**src/rtl/multicycle_controller_if.sv**
```systemverilog
// ============================================================================
// Module      : multicycle_controller_if
// Description : Control bundle between the multicycle sequencer and the
//               datapath / shared instruction-data memory.
// Revision    : 1.0  initial release
// ============================================================================
`default_nettype none

interface multicycle_controller_if;
    logic [5:0] Op;
    logic [5:0] Funct;
    logic       zero;
    logic       mem_ready;
    logic       mem_req;
    logic       memwrite;
    logic       iord;
    logic       irwrite;
    logic       pcwrite;
    logic [1:0] pcsrc;
    logic       alusrca;
    logic [1:0] alusrcb;
    logic [2:0] alucontrol;
    logic       regwrite;
    logic       regdst;
    logic       memtoreg;
    logic       illegal;

    modport master (
        input  Op, Funct, zero, mem_ready,
        output mem_req, memwrite, iord, irwrite, pcwrite, pcsrc,
               alusrca, alusrcb, alucontrol, regwrite, regdst, memtoreg, illegal
    );

    modport slave (
        output Op, Funct, zero, mem_ready,
        input  mem_req, memwrite, iord, irwrite, pcwrite, pcsrc,
               alusrca, alusrcb, alucontrol, regwrite, regdst, memtoreg, illegal
    );
endinterface

`default_nettype wire

```
**src/rtl/multicycle_controller.sv**
```systemverilog
// ============================================================================
// Module      : multicycle_controller
// Description : Moore sequencing FSM for the multicycle MIPS datapath with a
//               request/ready memory handshake. Optional MC_PERF_CNT_EN adds
//               the retired-instruction counter inst_cnt.
// Revision    : 1.0  initial release
// ============================================================================
`default_nettype none

module multicycle_controller (
    input  wire logic                clk,
    input  wire logic                rst,
    multicycle_controller_if.master  bus
`ifdef MC_PERF_CNT_EN
    ,
    output logic [31:0]              inst_cnt
`endif
);

    localparam logic [5:0] c_OP_LW   = 6'b100011;
    localparam logic [5:0] c_OP_SW   = 6'b101011;
    localparam logic [5:0] c_OP_RTYP = 6'b000000;
    localparam logic [5:0] c_OP_BEQ  = 6'b000100;
    localparam logic [5:0] c_OP_ADDI = 6'b001000;
    localparam logic [5:0] c_OP_J    = 6'b000010;

    localparam logic [2:0] c_ALU_ADD = 3'b010;
    localparam logic [2:0] c_ALU_SUB = 3'b110;
    localparam logic [2:0] c_ALU_AND = 3'b000;
    localparam logic [2:0] c_ALU_OR  = 3'b001;
    localparam logic [2:0] c_ALU_SLT = 3'b111;

    typedef enum logic [3:0] {
        S_FETCH   = 4'd0,
        S_DECODE  = 4'd1,
        S_MEMADR  = 4'd2,
        S_MEMRD   = 4'd3,
        S_MEMWB   = 4'd4,
        S_MEMWR   = 4'd5,
        S_RTEXE   = 4'd6,
        S_RTWB    = 4'd7,
        S_BEQ     = 4'd8,
        S_ADDIEXE = 4'd9,
        S_ADDIWB  = 4'd10,
        S_JMP     = 4'd11
    } state_t;

    state_t     r_state;
    state_t     w_next;

    logic       w_mem_req;
    logic       w_memwrite;
    logic       w_iord;
    logic       w_irwrite;
    logic       w_pcwrite;
    logic [1:0] w_pcsrc;
    logic       w_alusrca;
    logic [1:0] w_alusrcb;
    logic [2:0] w_alucontrol;
    logic       w_regwrite;
    logic       w_regdst;
    logic       w_memtoreg;
    logic       w_illegal;

    always_comb begin
        w_next       = r_state;
        w_mem_req    = 1'b0;
        w_memwrite   = 1'b0;
        w_iord       = 1'b0;
        w_irwrite    = 1'b0;
        w_pcwrite    = 1'b0;
        w_pcsrc      = 2'b00;
        w_alusrca    = 1'b0;
        w_alusrcb    = 2'b00;
        w_alucontrol = 3'b000;
        w_regwrite   = 1'b0;
        w_regdst     = 1'b0;
        w_memtoreg   = 1'b0;
        w_illegal    = 1'b0;

        case (r_state)
            S_FETCH: begin
                w_mem_req    = 1'b1;
                w_alusrcb    = 2'b01;
                w_alucontrol = c_ALU_ADD;
                // IR and PC+4 commit only on the cycle the fetch completes
                if (bus.mem_ready) begin
                    w_irwrite = 1'b1;
                    w_pcwrite = 1'b1;
                    w_next    = S_DECODE;
                end
            end
            S_DECODE: begin
                w_alusrcb    = 2'b11;
                w_alucontrol = c_ALU_ADD;
                case (bus.Op)
                    c_OP_LW, c_OP_SW: w_next = S_MEMADR;
                    c_OP_RTYP:        w_next = S_RTEXE;
                    c_OP_BEQ:         w_next = S_BEQ;
                    c_OP_ADDI:        w_next = S_ADDIEXE;
                    c_OP_J:           w_next = S_JMP;
                    default: begin
                        w_illegal = 1'b1;
                        w_next    = S_FETCH;
                    end
                endcase
            end
            S_MEMADR: begin
                w_alusrca    = 1'b1;
                w_alusrcb    = 2'b10;
                w_alucontrol = c_ALU_ADD;
                w_next       = (bus.Op == c_OP_LW) ? S_MEMRD : S_MEMWR;
            end
            S_MEMRD: begin
                w_mem_req = 1'b1;
                w_iord    = 1'b1;
                if (bus.mem_ready) begin
                    w_next = S_MEMWB;
                end
            end
            S_MEMWB: begin
                w_regwrite = 1'b1;
                w_memtoreg = 1'b1;
                w_next     = S_FETCH;
            end
            S_MEMWR: begin
                w_mem_req  = 1'b1;
                w_memwrite = 1'b1;
                w_iord     = 1'b1;
                if (bus.mem_ready) begin
                    w_next = S_FETCH;
                end
            end
            S_RTEXE: begin
                w_alusrca = 1'b1;
                // Unsupported Funct codes fall back to add without flagging
                case (bus.Funct)
                    6'b100010: w_alucontrol = c_ALU_SUB;
                    6'b100100: w_alucontrol = c_ALU_AND;
                    6'b100101: w_alucontrol = c_ALU_OR;
                    6'b101010: w_alucontrol = c_ALU_SLT;
                    default:   w_alucontrol = c_ALU_ADD;
                endcase
                w_next = S_RTWB;
            end
            S_RTWB: begin
                w_regwrite = 1'b1;
                w_regdst   = 1'b1;
                w_next     = S_FETCH;
            end
            S_BEQ: begin
                w_alusrca    = 1'b1;
                w_alucontrol = c_ALU_SUB;
                w_pcsrc      = 2'b01;
                w_pcwrite    = bus.zero;
                w_next       = S_FETCH;
            end
            S_ADDIEXE: begin
                w_alusrca    = 1'b1;
                w_alusrcb    = 2'b10;
                w_alucontrol = c_ALU_ADD;
                w_next       = S_ADDIWB;
            end
            S_ADDIWB: begin
                w_regwrite = 1'b1;
                w_next     = S_FETCH;
            end
            S_JMP: begin
                w_pcsrc   = 2'b10;
                w_pcwrite = 1'b1;
                w_next    = S_FETCH;
            end
            default: begin
                w_next = S_FETCH;
            end
        endcase
    end

    always_ff @(posedge clk or negedge rst) begin
        if (!rst) begin
            r_state <= S_FETCH;
        end else begin
            r_state <= w_next;
        end
    end

    // Reset gates every output so an in-flight memory request is dropped at once
    assign bus.mem_req    = rst & w_mem_req;
    assign bus.memwrite   = rst & w_memwrite;
    assign bus.iord       = rst & w_iord;
    assign bus.irwrite    = rst & w_irwrite;
    assign bus.pcwrite    = rst & w_pcwrite;
    assign bus.pcsrc      = rst ? w_pcsrc : 2'b00;
    assign bus.alusrca    = rst & w_alusrca;
    assign bus.alusrcb    = rst ? w_alusrcb : 2'b00;
    assign bus.alucontrol = rst ? w_alucontrol : 3'b000;
    assign bus.regwrite   = rst & w_regwrite;
    assign bus.regdst     = rst & w_regdst;
    assign bus.memtoreg   = rst & w_memtoreg;
    assign bus.illegal    = rst & w_illegal;

`ifdef MC_PERF_CNT_EN
    logic [31:0] r_inst_cnt;
    logic        w_cnt_inc;

    // One count per instruction retired, i.e. every re-entry into FETCH
    assign w_cnt_inc = (r_state != S_FETCH) && (w_next == S_FETCH);

    always_ff @(posedge clk or negedge rst) begin
        if (!rst) begin
            r_inst_cnt <= 32'd0;
        end else if (w_cnt_inc) begin
            r_inst_cnt <= r_inst_cnt + 32'd1;
        end
    end

    assign inst_cnt = r_inst_cnt;
`endif

endmodule

`default_nettype wire

```
**src/flat_wrapper.sv**
```systemverilog
// flat-port wrapper written by rule: the top's interface ports become plain ports
module multicycle_controller_flat 
  (clk, rst, bus_Op, bus_Funct, bus_zero, bus_mem_ready, bus_mem_req, bus_memwrite, bus_iord, bus_irwrite, bus_pcwrite, bus_pcsrc, bus_alusrca, bus_alusrcb, bus_alucontrol, bus_regwrite, bus_regdst, bus_memtoreg, bus_illegal);
  multicycle_controller_if bus_i ();
  input  wire logic clk;
  input  wire logic rst;
  input wire logic [$bits(bus_i.Op)-1:0] bus_Op;
  input wire logic [$bits(bus_i.Funct)-1:0] bus_Funct;
  input wire logic [$bits(bus_i.zero)-1:0] bus_zero;
  input wire logic [$bits(bus_i.mem_ready)-1:0] bus_mem_ready;
  output wire logic [$bits(bus_i.mem_req)-1:0] bus_mem_req;
  output wire logic [$bits(bus_i.memwrite)-1:0] bus_memwrite;
  output wire logic [$bits(bus_i.iord)-1:0] bus_iord;
  output wire logic [$bits(bus_i.irwrite)-1:0] bus_irwrite;
  output wire logic [$bits(bus_i.pcwrite)-1:0] bus_pcwrite;
  output wire logic [$bits(bus_i.pcsrc)-1:0] bus_pcsrc;
  output wire logic [$bits(bus_i.alusrca)-1:0] bus_alusrca;
  output wire logic [$bits(bus_i.alusrcb)-1:0] bus_alusrcb;
  output wire logic [$bits(bus_i.alucontrol)-1:0] bus_alucontrol;
  output wire logic [$bits(bus_i.regwrite)-1:0] bus_regwrite;
  output wire logic [$bits(bus_i.regdst)-1:0] bus_regdst;
  output wire logic [$bits(bus_i.memtoreg)-1:0] bus_memtoreg;
  output wire logic [$bits(bus_i.illegal)-1:0] bus_illegal;
  assign bus_i.Op = bus_Op;
  assign bus_i.Funct = bus_Funct;
  assign bus_i.zero = bus_zero;
  assign bus_i.mem_ready = bus_mem_ready;
  assign bus_mem_req = bus_i.mem_req;
  assign bus_memwrite = bus_i.memwrite;
  assign bus_iord = bus_i.iord;
  assign bus_irwrite = bus_i.irwrite;
  assign bus_pcwrite = bus_i.pcwrite;
  assign bus_pcsrc = bus_i.pcsrc;
  assign bus_alusrca = bus_i.alusrca;
  assign bus_alusrcb = bus_i.alusrcb;
  assign bus_alucontrol = bus_i.alucontrol;
  assign bus_regwrite = bus_i.regwrite;
  assign bus_regdst = bus_i.regdst;
  assign bus_memtoreg = bus_i.memtoreg;
  assign bus_illegal = bus_i.illegal;
  multicycle_controller u_core (.clk(clk), .rst(rst), .bus(bus_i));
endmodule
```
**config.mk**
```make
export PLATFORM = sky130hd
export DESIGN_NAME = multicycle_controller_flat
export DESIGN_NICKNAME = d
export VERILOG_FILES = /design/src/rtl/multicycle_controller_if.sv /design/src/rtl/multicycle_controller.sv /design/src/flat_wrapper.sv
export SDC_FILE = /design/constraint.sdc
export NUM_CORES = 1
export LEC_CHECK = 0
export CAP_MARGIN = 20
export CORE_UTILIZATION = 39
export DETAILED_ROUTE_END_ITERATION = 10
export MAX_ROUTING_LAYER = met4
export PLACE_DENSITY = 0.84
export RECOVER_POWER = 100
export SLEW_MARGIN = 20
export SYNTH_ARGS = -nofsm -noshare
export SYNTH_HDL_FRONTEND = slang
export SYNTH_SLANG_ARGS = --single-unit
```
**constraint.sdc**
```tcl
create_clock -name clk -period 1.5 [get_ports clk]
set_input_delay 0.225 -clock clk [delete_from_list [all_inputs] [get_ports clk]]
set_output_delay 0.225 -clock clk [all_outputs]
set_load 0.01 [all_outputs]
```
==> results of run 1 <==
[per-layer routing]
layer	overflow	track usage [%]
met5	-	-
met2	8	90.6
met3	0	37.0
met1	0	73.4
met4	12	81.9
[logic make-up after synthesis]
group | count (synthesis)
AOI/OAI and AO/OA | 23
xor gates and xnor gates | 4
buffers and inverters | 10
DFF | 4
and+or+nand+nor | 49
[per-stage QoR]
| stage | cell area [um^2] | worst slack, ns | TNS, ns | hold slack (ns) | util [%] |
|---|---|---|---|---|---|
| after floorplan | 649 | 0.0514 | 0 | -0.0706 | - |
| after CTS | 1350 | -0.257 | -1.86 | 0.238 | 88.5 |
| after detailed placement | 1160 | -0.608 | -8.24 | 0.651 | 76.1 |
| after global placement | 1160 | -0.576 | -7.47 | 0.633 | 76.1 |
[what timing repair did]
item	in CTS
cloned	0
buffers inserted	12
hold buffers	0
pin swaps	16
resized for setup	107
setup endpoints to repair	19
==> out/results.ini, run 1 <==
[yosys]
synth_xor_area_share_pct=5.39
synth_top_cell_area_share_pct=15.4
synth_area_um2=649
synthCells=90
synth_warnings=0
synth_compound_area_share_pct=26.0
synth_top_family_by_area=simple AND/OR/NAND/NOR gates
synth_commonest_cells=8 x nor3_1, 7 x nor2_1, 6 x nand2b_1
synthDistinctLibCells=41
ys_ff_latch=4
avgSynthCellArea_um2=7.22
synth.area.mux_share_pct=0
synth_fa_ha_area_share_pct=0
ys_seq_area_share_pct=15.4
ys.flop_type=dfrtp_1
synthSimpleGateAreaFrac_pct=43.5
synth_fp_nets=106
async_flop_share_pct=100
synth_area_leaders=dfrtp_1 15%, nor3_1 6.2%, nand2b_1 5.8%, nor2b_1 4.8%, nor2_1 4.0%
synthMostInstantiatedCell=nor3_1
synth_top_area_cell=dfrtp_1
synth-edff-count=0

[outcome]
status=did not finish
error=[ERROR GRT-0232] Routing congestion too high. Check the congestion heatmap in the GUI.
stop_stage=global routing

[placed_design]
gp_congestion=0.876
io_buffers=32
place_inst=160
hpwlAfterDp_um=1880

[global_route]
grt_overflow_total=20
track_usage_pct=72.0
grt_max_degree=10

[die]
fp.dieW_um=42.8
start_util_pct=42.6
die_h_um=42.8
rows=14
ios=33

[timing]
worst-endpoint-pin-kind=primary output
crit_endpoint=bus_pcwrite

[cts]
clk_path_buf_depth=2
cts_made_buffers=3
cts_root_buf=clkbuf_4
htree_levels=1
clock-sinks=4

==> run 2: changes to the inputs <==
--- a/config.mk
+++ b/config.mk
@@ -6,10 +6,10 @@
 export NUM_CORES = 1
 export LEC_CHECK = 0
 export CAP_MARGIN = 20
-export CORE_UTILIZATION = 39
+export CORE_AREA = 2 2 63 65
 export DETAILED_ROUTE_END_ITERATION = 10
-export MAX_ROUTING_LAYER = met4
-export PLACE_DENSITY = 0.84
+export DIE_AREA = 0 0 65 67
+export PLACE_DENSITY_LB_ADDON = 0.15
 export RECOVER_POWER = 100
 export SLEW_MARGIN = 20
 export SYNTH_ARGS = -nofsm -noshare
==> run 2 against run 1 <==
- the flow now finishes, with violations (negative setup slack)
- synthesized area unchanged
- synthesized cell count is the same
==> out/results.ini, run 2 <==
[hold_path]
hp-class=input pin to asynchronous set/reset pin

[yosys]
synth_warnings=0  ; unchanged
synthCells=90  ; unchanged
synth_top_cell_area_share_pct=15.4  ; unchanged
synth_area_um2=649  ; unchanged
synth_area_leaders=dfrtp_1 15%, nor3_1 6.2%, nand2b_1 5.8%, nor2b_1 4.8%, nor2_1 4.0%
avgSynthCellArea_um2=7.22  ; unchanged
synthDistinctLibCells=41  ; unchanged
async_flop_share_pct=100  ; unchanged
synth-edff-count=0  ; unchanged
ys_ff_latch=4  ; unchanged
synth_commonest_cells=8 x nor3_1, 7 x nor2_1, 6 x nand2b_1
synth_top_area_cell=dfrtp_1
synth_fp_nets=106  ; unchanged
ys.flop_type=dfrtp_1
synthMostInstantiatedCell=nor3_1
ys_seq_area_share_pct=15.4  ; unchanged

[worst_setup_path]
crit_slowest_cell=dfrtp_2
slowest_delay_ns=0.42
path_delay_family=simple AND/OR/NAND/NOR gates
cp.depth=4
required_ns=1.27
end_kind=output pin
arrival_ns=1.48
worst_setup_path_start_kind=flop
path_max_fanout=5
critical_path_class=flop to output pin
path_cells=or3b_1, nor3_2, a211o_1, buf_2
path_buf_inv=1
reg2reg_depth=6

[die]
dieArea_mm2=0.00436
start_util_pct=18.0  ; -25 points
die_h_um=67  ; +57%
fp.dieW_um=65  ; +52%
coreArea_mm2=0.00361
rows=22  ; +8
ios=33  ; unchanged

[final_layout]
reg_top3=u_core.r_state x4
drive_gt1_share_pct=59.3
layout.nets=180
final_common_cell=buf_4
diodes=0
top_register=u_core.r_state
layout_common_cells=33 x buf_4, 14 x buf_2, 11 x clkdlybuf4s50_1, 9 x buf_6
syn_to_final_growth_pct=128
largest_reg_flops=4
n_fill_cell=390
design_area_mm2=0.00148

[timing]
max_clock_freq_ghz=0.585
slew_viol_final=0
layout_setup_ws_ns=-0.208
period_share_pct=114
skew_ns=0.00215
period_minus_slack_ns=1.71
maxSlewHeadroom_pct=79.7
finalSetupViolCount=16
worstMarginPinSlew_ns=0.304
finalHoldViolations=0
rsz0062_at_grt=true

[power]
power_density_mw_per_mm2=896
ir_worst_vdd_v=0.000282
leakage_nw=0.666
finalPower_w=0.00133

[cts]
clkTransAtPathRegs_ns=0.03
clock_latency_ns=0.21
htree_levels=1  ; unchanged
clock-sinks=4  ; unchanged
clk_path_buf_depth=2  ; unchanged
cts_tree=yes
hold_buffers=0  ; unchanged
cts_made_buffers=3  ; unchanged
cts_root_buf=clkbuf_8

[global_route]
grt_max_degree=11
antenna_found_initial=0
grt_pass1_wl_um=4120
grt_pass1_vias=941
track_usage_pct=11.9
grt_overflow_total=0

[placed_design]
placed_cell_area_mm2=0.00128  ; +10%
gp_congestion=0.733  ; -16%
hpwlAfterDp_um=2010  ; +6.9%
io_buffers=32  ; unchanged

[drt]
ant_nets=0
drt_drc_violations_left=0
drt-pass1-iter-count=2
finalWirelength_um=2540
vias=938
drt_iter0_markers=15
wire_per_inst_um=12.1
vias_per_cell=4.47

[outcome]
violations=negative setup slack
status=complete, but fails checks

[flow_run]
cap_violations=0

[run 2: final cells by class]
| type | count | area, um^2 | share of cell area, % |
|---|---|---|---|
| sequential | 4 | 104 | 7.01 |
| clock buffer | 3 | 41.3 | 2.79 |
| timing repair buffer | 77 | 631 | 42.6 |
| tap | 48 | 60.1 | 4.05 |
| multi-input combinational | 76 | 636 | 42.9 |
| inverter | 2 | 10.0 | 0.676 |
[run 2: cells by family after synthesis]
group           Yosys count  share of synthesized area [%]
compound gates           23                           26.0
xor+xnor                  4                           5.40
buf+inv                  10                           9.63
flops                     4                           15.4
simple gates             49                           43.5
[run 2: power breakdown]
part,internal (W),switching [W]
logic,0.000520,0.000421
registers,0.000135,0.0000312
clock network,0.000170,0.0000489
total,0.000826,0.000501
[run 2: worst register-to-register path, stage by stage, from the launching register on]
cell	delay (ns)
dfrtp_2	0.43
buf_4	0.16
buf_6	0.13
xnor2_2	0.14
buf_4	0.13
a221o_1	0.30
a21oi_2	0.11
[run 2: routing by layer]
metal  vias to the layer above  global-route usage (%)  part of all wire, %
met1                       432                    14.1                   42
met2                        23                    22.0                   52
li1                        479                       -                    -
met4                         0                    3.99                  1.7
met5                         -                       0                    0
met3                         4                    1.35                  4.8
[run 2: path summary, 6_finish.rpt]
path	startpoint	end	slack (ns)
min in group clk	bus_Op[3]	u_core.r_state[0]	0.56
worst max-delay path	u_core.r_state[0]	bus_pcwrite	-0.21
worst max register to register	u_core.r_state[1]	u_core.r_state[0]	0.02
worst min-delay path	rst	u_core.r_state[1]	0.28
worst min register to register	u_core.r_state[2]	u_core.r_state[3]	0.72
max in group asynchronous	rst	u_core.r_state[2]	1.01
[run 2: repair_timing]
action                                 4_1_cts  5_1_grt
setup endpoints to repair                   19       19
endpoints found under the hold margin        0        0
buffers inserted                             5        2
pin swaps                                   10       13
resized for setup                           75       36
[run 2: stage by stage]
stage | setup WS (ns) | setup TNS, ns | util (%) | hold WS [ns] | cells
after floorplan | 0.0514 | 0 | - | -0.0706 | 90
after global placement | -0.637 | -8.74 | 35.5 | 0.642 | 201
after detailed placement | -0.658 | -8.98 | 35.5 | 0.638 | 201
after CTS | -0.272 | -2.00 | 37.9 | 0.238 | 208
after global routing | -0.279 | -2.78 | 41.1 | 0.342 | 210
final | -0.208 | -1.65 | 41.1 | 0.280 | 210
Note: power is estimated with default switching activity, not from simulation.
